<file path="src/rtl/ssd_scan.sv">
// Eight-digit multiplexed seven-segment scanner with double-buffered digit
// storage, anti-ghosting blanking at the start of each slot and leading-zero blanking.
module ssd_scan #(
    parameter int PRESCALE     = 100000,
    parameter int BLANK_CYCLES = 16
) (
    input  logic        ssd_scan_clk,
    input  logic        ssd_scan_rst,
    input  logic        ssd_scan_en,
    input  logic        ssd_scan_load,
    input  logic [31:0] ssd_scan_data,
    input  logic [7:0]  ssd_scan_dp,
    input  logic        ssd_scan_lzb,
    output logic [6:0]  ssd_scan_cc,
    output logic        ssd_scan_odp,
    output logic [7:0]  ssd_scan_an,
    output logic [2:0]  ssd_scan_digit,
    output logic        ssd_scan_frame,
    output logic [1:0]  ssd_scan_dbg_state
);

    localparam int PW = (PRESCALE > 1) ? $clog2(PRESCALE) : 1;
    localparam logic [PW-1:0] P_LAST = PW'(PRESCALE - 1);
    localparam logic [PW-1:0] B_LAST = PW'((BLANK_CYCLES > 0) ? BLANK_CYCLES - 1 : 0);

    typedef enum logic [1:0] {
        IDLE  = 2'd0,
        BLANK = 2'd1,
        SHOW  = 2'd2
    } state_t;

    // With no blank window a new slot starts lit straight away.
    localparam state_t SLOT_START = (BLANK_CYCLES == 0) ? SHOW : BLANK;

    state_t         r_state;
    logic [PW-1:0]  r_presc;
    logic [2:0]     r_digit;

    logic [31:0]    r_pend_data;
    logic [7:0]     r_pend_dp;
    logic           r_pend_lzb;
    logic           r_pend_valid;
    logic [31:0]    r_disp_data;
    logic [7:0]     r_disp_dp;
    logic           r_disp_lzb;

    logic [7:0]     r_an;
    logic [6:0]     r_cc;
    logic           r_odp;
    logic           r_frame;

    state_t         w_state_nxt;
    logic [PW-1:0]  w_presc_nxt;
    logic [2:0]     w_digit_nxt;
    logic           w_frame_tc;
    logic           w_xfer;

    logic [31:0]    w_pend_data_nxt;
    logic [7:0]     w_pend_dp_nxt;
    logic           w_pend_lzb_nxt;
    logic           w_pend_valid_nxt;
    logic [31:0]    w_disp_data_nxt;
    logic [7:0]     w_disp_dp_nxt;
    logic           w_disp_lzb_nxt;

    logic [7:0]     w_tail_nz;
    logic           w_tail_acc;
    logic [3:0]     w_sel_nib;
    logic           w_suppress;
    logic [7:0]     w_an_nxt;
    logic [6:0]     w_cc_nxt;
    logic           w_odp_nxt;
    logic           w_frame_nxt;

    function automatic logic [6:0] seg_decode(input logic [3:0] nib);
        logic [6:0] seg;
        case (nib)
            4'h0: seg = 7'b1000000;
            4'h1: seg = 7'b1111001;
            4'h2: seg = 7'b0100100;
            4'h3: seg = 7'b0110000;
            4'h4: seg = 7'b0011001;
            4'h5: seg = 7'b0010010;
            4'h6: seg = 7'b0000010;
            4'h7: seg = 7'b1111000;
            4'h8: seg = 7'b0000000;
            4'h9: seg = 7'b0010000;
            4'hA: seg = 7'b0001000;
            4'hB: seg = 7'b0000011;
            4'hC: seg = 7'b1000110;
            4'hD: seg = 7'b0100001;
            4'hE: seg = 7'b0000110;
            default: seg = 7'b0001110;
        endcase
        return seg;
    endfunction

    // Scan state machine: next state, prescaler and slot index.
    always_comb begin
        w_state_nxt = r_state;
        w_presc_nxt = r_presc;
        w_digit_nxt = r_digit;
        if (!ssd_scan_en) begin
            w_state_nxt = IDLE;
            w_presc_nxt = '0;
            w_digit_nxt = 3'd0;
        end else begin
            case (r_state)
                IDLE: begin
                    w_state_nxt = SLOT_START;
                    w_presc_nxt = '0;
                    w_digit_nxt = 3'd0;
                end
                BLANK: begin
                    if (r_presc == B_LAST) begin
                        w_state_nxt = SHOW;
                    end
                    w_presc_nxt = r_presc + PW'(1);
                end
                SHOW: begin
                    if (r_presc == P_LAST) begin
                        w_state_nxt = SLOT_START;
                        w_presc_nxt = '0;
                        w_digit_nxt = r_digit + 3'd1;
                    end else begin
                        w_presc_nxt = r_presc + PW'(1);
                    end
                end
                default: begin
                    w_state_nxt = IDLE;
                    w_presc_nxt = '0;
                    w_digit_nxt = 3'd0;
                end
            endcase
        end
    end

    assign w_frame_tc = (r_state == SHOW) && (r_digit == 3'd7) && (r_presc == P_LAST);
    assign w_xfer     = w_frame_tc || (r_state == IDLE);

    // Pending/display buffers: display only changes on a frame boundary or while idle.
    always_comb begin
        w_pend_data_nxt  = r_pend_data;
        w_pend_dp_nxt    = r_pend_dp;
        w_pend_lzb_nxt   = r_pend_lzb;
        w_pend_valid_nxt = r_pend_valid;
        w_disp_data_nxt  = r_disp_data;
        w_disp_dp_nxt    = r_disp_dp;
        w_disp_lzb_nxt   = r_disp_lzb;
        if (ssd_scan_load) begin
            w_pend_data_nxt = ssd_scan_data;
            w_pend_dp_nxt   = ssd_scan_dp;
            w_pend_lzb_nxt  = ssd_scan_lzb;
            if (w_xfer) begin
                w_disp_data_nxt  = ssd_scan_data;
                w_disp_dp_nxt    = ssd_scan_dp;
                w_disp_lzb_nxt   = ssd_scan_lzb;
                w_pend_valid_nxt = 1'b0;
            end else begin
                w_pend_valid_nxt = 1'b1;
            end
        end else if (w_xfer && r_pend_valid) begin
            w_disp_data_nxt  = r_pend_data;
            w_disp_dp_nxt    = r_pend_dp;
            w_disp_lzb_nxt   = r_pend_lzb;
            w_pend_valid_nxt = 1'b0;
        end
    end

    // w_tail_nz[k] is set when any nibble k..7 of the next display word is non-zero.
    always_comb begin
        w_tail_acc = 1'b0;
        w_tail_nz  = '0;
        for (int k = 7; k >= 0; k--) begin
            w_tail_acc   = w_tail_acc | (|w_disp_data_nxt[4*k +: 4]);
            w_tail_nz[k] = w_tail_acc;
        end
    end

    assign w_sel_nib  = w_disp_data_nxt[{w_digit_nxt, 2'b00} +: 4];
    assign w_suppress = w_disp_lzb_nxt && (w_digit_nxt != 3'd0) && !w_tail_nz[w_digit_nxt];

    // Outputs are decoded from next-cycle state so they line up with the state registers.
    always_comb begin
        w_an_nxt  = 8'hFF;
        w_cc_nxt  = 7'h7F;
        w_odp_nxt = 1'b1;
        if ((w_state_nxt == SHOW) && !w_suppress) begin
            w_an_nxt  = ~(8'h01 << w_digit_nxt);
            w_cc_nxt  = seg_decode(w_sel_nib);
            w_odp_nxt = ~w_disp_dp_nxt[w_digit_nxt];
        end
        w_frame_nxt = w_frame_tc && ssd_scan_en;
    end

    always_ff @(posedge ssd_scan_clk or negedge ssd_scan_rst) begin
        if (!ssd_scan_rst) begin
            r_state      <= IDLE;
            r_presc      <= '0;
            r_digit      <= 3'd0;
            r_pend_data  <= '0;
            r_pend_dp    <= '0;
            r_pend_lzb   <= 1'b0;
            r_pend_valid <= 1'b0;
            r_disp_data  <= '0;
            r_disp_dp    <= '0;
            r_disp_lzb   <= 1'b0;
            r_an         <= 8'hFF;
            r_cc         <= 7'h7F;
            r_odp        <= 1'b1;
            r_frame      <= 1'b0;
        end else begin
            r_state      <= w_state_nxt;
            r_presc      <= w_presc_nxt;
            r_digit      <= w_digit_nxt;
            r_pend_data  <= w_pend_data_nxt;
            r_pend_dp    <= w_pend_dp_nxt;
            r_pend_lzb   <= w_pend_lzb_nxt;
            r_pend_valid <= w_pend_valid_nxt;
            r_disp_data  <= w_disp_data_nxt;
            r_disp_dp    <= w_disp_dp_nxt;
            r_disp_lzb   <= w_disp_lzb_nxt;
            r_an         <= w_an_nxt;
            r_cc         <= w_cc_nxt;
            r_odp        <= w_odp_nxt;
            r_frame      <= w_frame_nxt;
        end
    end

    assign ssd_scan_an        = r_an;
    assign ssd_scan_cc        = r_cc;
    assign ssd_scan_odp       = r_odp;
    assign ssd_scan_digit     = r_digit;
    assign ssd_scan_frame     = r_frame;
    assign ssd_scan_dbg_state = r_state;

endmodule

</file>
<file path="config.mk">
export PLATFORM = sky130hd
export DESIGN_NAME = ssd_scan
export DESIGN_NICKNAME = d
export VERILOG_FILES = /design/src/rtl/ssd_scan.sv
export SDC_FILE = /design/constraint.sdc
export NUM_CORES = 1
export LEC_CHECK = 0
export BUFFER_PORTS_ARGS = -buffer_cell sky130_fd_sc_hd__buf_4
export CAP_MARGIN = 20
export CELL_PAD_IN_SITES_DETAIL_PLACEMENT = 1
export CELL_PAD_IN_SITES_GLOBAL_PLACEMENT = 1
export CORE_MARGIN = 2
export CORE_UTILIZATION = 42
export DETAILED_ROUTE_END_ITERATION = 8
export GPL_ROUTABILITY_DRIVEN = 1
export GPL_TIMING_DRIVEN = 0
export HOLD_SLACK_MARGIN = 0.08
export PLACE_DENSITY = 0.85
export SETUP_SLACK_MARGIN = 0.15
export SLEW_MARGIN = 20
export SYNTH_ARGS = -nofsm -noshare
export SYNTH_HDL_FRONTEND = slang
export SYNTH_SLANG_ARGS = --single-unit
</file>
<file path="constraint.sdc">
create_clock -name ssd_scan_clk -period 3.7 [get_ports ssd_scan_clk]
set_input_delay 0.185 -clock ssd_scan_clk [delete_from_list [all_inputs] [get_ports ssd_scan_clk]]
set_output_delay 0.185 -clock ssd_scan_clk [all_outputs]
set_load 0.01 [all_outputs]
</file>
==> results.sh <==
export IMPL_synth_xor_xnor_area_share_pct=2.09
export IMPL_drive_gt1_share_pct=36.5
export IMPL_syn_area_mm2=0.00671
export IMPL_max_freq_mhz=275
export IMPL_wl_per_cell_um=27.0
export IMPL_start_util_pct=42.5
export IMPL_vias=6988
export IMPL_ant_nets=0
export IMPL_grt_max_degree=68
export IMPL_syn_to_final_growth_pct=42.3
export IMPL_timing_rr_start="r_presc[12]"
export IMPL_die_w_um=130
export IMPL_yosys_area_share_adder_pct=2.42
export IMPL_grt_pass1_vias=7235
export IMPL_arrival_ns=3.99
export IMPL_cts_sink_count=122
export IMPL_leakagePower_uw=0.00404
export IMPL_ir_worst_vdd_mv=0.344
export IMPL_clk_pin_slew_ns=0.07
export IMPL_synth_most_common_cell="dfrtp_1"
export IMPL_yosys_area_top_type="dfrtp_1"
export IMPL_crit_fanout=10
export IMPL_dp_hpwl_um=15600
export IMPL_rrSetupSlack_ns=0.06
export IMPL_ys_top_cells_by_count="106 x dfrtp_1, 56 x nand2_1, 54 x nor2_1, 35 x mux2_2, 31 x clkbuf_1"
export IMPL_synth_avg_cell_area_um2=9.90
export IMPL_cts_buffers_inserted=17
export IMPL_finalSetupViolCount=0
export IMPL_maxSlewViolCount=0
export IMPL_synth_warnings=0
export IMPL_synth_edf_count=0
export IMPL_cp_end_kind="flip-flop"
export IMPL_die_area_mm2=0.0170
export IMPL_grt_pass1_wl_um=41100
export IMPL_synthMuxAreaShare_pct=7.37
export IMPL_power_density_mw_per_mm2=442
export IMPL_cts_tree="yes"
export IMPL_relSlewSlack_pct=39.7
export IMPL_coreArea_mm2=0.0158
export IMPL_portBuffers=65
export IMPL_worst_setup_path_type="flip-flop to flip-flop"
export IMPL_grt_overflow_total=0
export IMPL_wl_um=29400
export IMPL_start_kind="flip-flop"
export IMPL_insertion_delay_ns=0.45
export IMPL_drt_iter0_drc=683
export IMPL_synth_simple_area_share_pct=19.0
export IMPL_synth_compound_area_share_pct=19.0
export IMPL_synth_flop_cell="dfrtp_1"
export IMPL_hold_viol=0
export IMPL_cts_root_buf="clkbuf_16"
export IMPL_outcome="finished, final reports clean"
export IMPL_maxCapViolCount=0
export IMPL_ys_types=66
export IMPL_netlist_area_leader_share_pct=39.5
export IMPL_grt_usage_pct=32.7
export IMPL_rsz0062_at_grt="yes"
export IMPL_die_h_um=130
export IMPL_htree_levels=4
export IMPL_synthCells=678
export IMPL_pin_count=67
export IMPL_async_flop_share_pct=100
export IMPL_min_period_over_period_pct=98.4
export IMPL_fin_hold_ws_ns=0.295
export IMPL_ys_ff_latch=122
export IMPL_synthesis_nets=736
export IMPL_worst_pin_slew_ns=0.905
export IMPL_drcViolationCount=0
export IMPL_firstDrtPassIters=5
export IMPL_dp_slack_ns=-0.840
export IMPL_hold_class="primary input to asynchronous set/reset pin"
export IMPL_skew_ns=0.0194
export IMPL_reg2reg_depth=15
export IMPL_synth_top_cells_by_area="dfrtp_1 40%, dfstp_2 6.3%, mux2_2 5.9%"
export IMPL_crit_required_ns=4.05
export IMPL_final_setup_worst_slack_ns=0.0604
export IMPL_fin_nets=917
export IMPL_std_cell_rows=46
export IMPL_diodes=0
export IMPL_min_period_ns=3.64
export IMPL_antenna_found_initial=0
export IMPL_clockBufferDepth=2
export IMPL_place_congestion=0.912
export IMPL_tns_ns=0
export IMPL_vias_per_cell=6.42
export IMPL_fillers=1731
export IMPL_reg2reg_to="ssd_scan_cc[0]"
export IMPL_ys_seq_area_share_pct=45.8
export IMPL_synth_top_family_by_area="compound AO/OA/AOI/OAI gates"
-- routing by layer --
| layer | vias to the layer above | GRT usage, % | part of all wire, % |
|---|---|---|---|
| met1 | 3503 | 37.3 | 36 |
| met2 | 445 | 56.0 | 49 |
| li1 | 2851 | - | - |
| met5 | - | 0 | 0 |
| met3 | 189 | 6.76 | 7.3 |
| met4 | 0 | 21.3 | 7.7 |
-- critical path: stages (launching register included) --
cell	delay, ns
dfrtp_2	0.40
or4_4	0.57
nor3_4	0.15
buf_6	0.16
a31oi_4	0.14
clkbuf_8	0.20
clkbuf_4	0.20
a22o_1	0.28
o21ai_0	0.27
o211ai_1	0.21
nand2_2	0.15
inv_2	0.08
ha_4	0.18
or3_1	0.37
o221ai_1	0.10
nand2_1	0.09
-- cell type report --
cell class | instances | area, µm² | area share, %
Timing Repair Buffer | 162 | 1400 | 14.6
Clock buffer | 19 | 443 | 4.64
Clock inverter | 13 | 174 | 1.82
Buffer | 41 | 290 | 3.04
Tap cell | 216 | 270 | 2.83
Inverter | 30 | 121 | 1.27
Sequential cell | 122 | 3080 | 32.3
Multi-Input combinational cell | 485 | 3770 | 39.5
-- worst max-delay path by stage --
stage	from	to	slack, ns	depth (start not counted)
4_1_cts	r_presc[14]	ssd_scan_cc[6]	0.14	16
3_5_place_dp	ssd_scan_dbg_state[0]	ssd_scan_cc[4]	-0.84	17
6_report	r_presc[12]	ssd_scan_cc[0]	0.06	15
3_3_place_gp	ssd_scan_dbg_state[0]	ssd_scan_cc[4]	-0.55	17
5_1_grt	r_presc[9]	ssd_scan_cc[0]	0.01	16
2_1_floorplan	r_presc[0]	ssd_scan_cc[0]	0.22	19
-- flip-flops by register name (all words and copies together), names as in the netlist, 2 cells and up --
| name | count |
|---|---|
| r_disp_data | 32 |
| r_pend_data | 32 |
| r_presc | 17 |
| r_disp_dp | 8 |
| r_pend_dp | 8 |
| ssd_scan_an | 8 |
| ssd_scan_cc | 7 |
| ssd_scan_digit | 3 |
| ssd_scan_dbg_state | 2 |
-- cells in the final DEF, fill, tap and decap left out, drive strengths merged, types with 6 or more instances in the layout --
cell type,n
o22ai,13
nand2,56
and2,15
buf,133
and3,21
dlygate4sd3,43
a2111oi,9
mux2,35
a2111o,7
dfstp,16
nand3,24
mux2i,10
nor2b,17
or3,6
nand4,7
clkinv,8
o221ai,6
clkbuf,46
nor3,22
o21ai,29
xor2,7
nor2,54
o211ai,11
ha,13
a22oi,22
inv,30
nand2b,8
a21oi,16
a31oi,14
dfrtp,106
xnor2,9
-- where the power goes --
group,switching (µW),internal (µW)
registers,89.4,1460
logic,492,360
clock network,676,1140
total,1260,2960
-- cell families after synthesis --
family          count (synthesis)
simple gates                  248
xor+xnor                       16
fa+ha+maj                      13
flops                         122
mux                            45
buf+inv                        71
compound gates                163
-- what timing repair did --
item                                   CTS  global route
buffers inserted                        28            24
setup endpoints to repair               16            16
hold buffers                            43             0
cloned                                   1             0
gates resized for setup                 90            64
endpoints found under the hold margin  102             0
pin swaps                               25            34
-- stage by stage --
step           std cells  util (%)  instance area, µm²  total power (µW)
4_1_cts             1064      58.3                9190              4050
5_1_grt             1088      60.5                9550              4310
2_1_floorplan        678         -                6720              1900
6_report            1088      60.5                9550              4220
3_5_place_dp         960      47.6                7510              2140
3_3_place_gp         959      47.4                7480              2090
No activity file was read; power rests on OpenSTA's default activity.
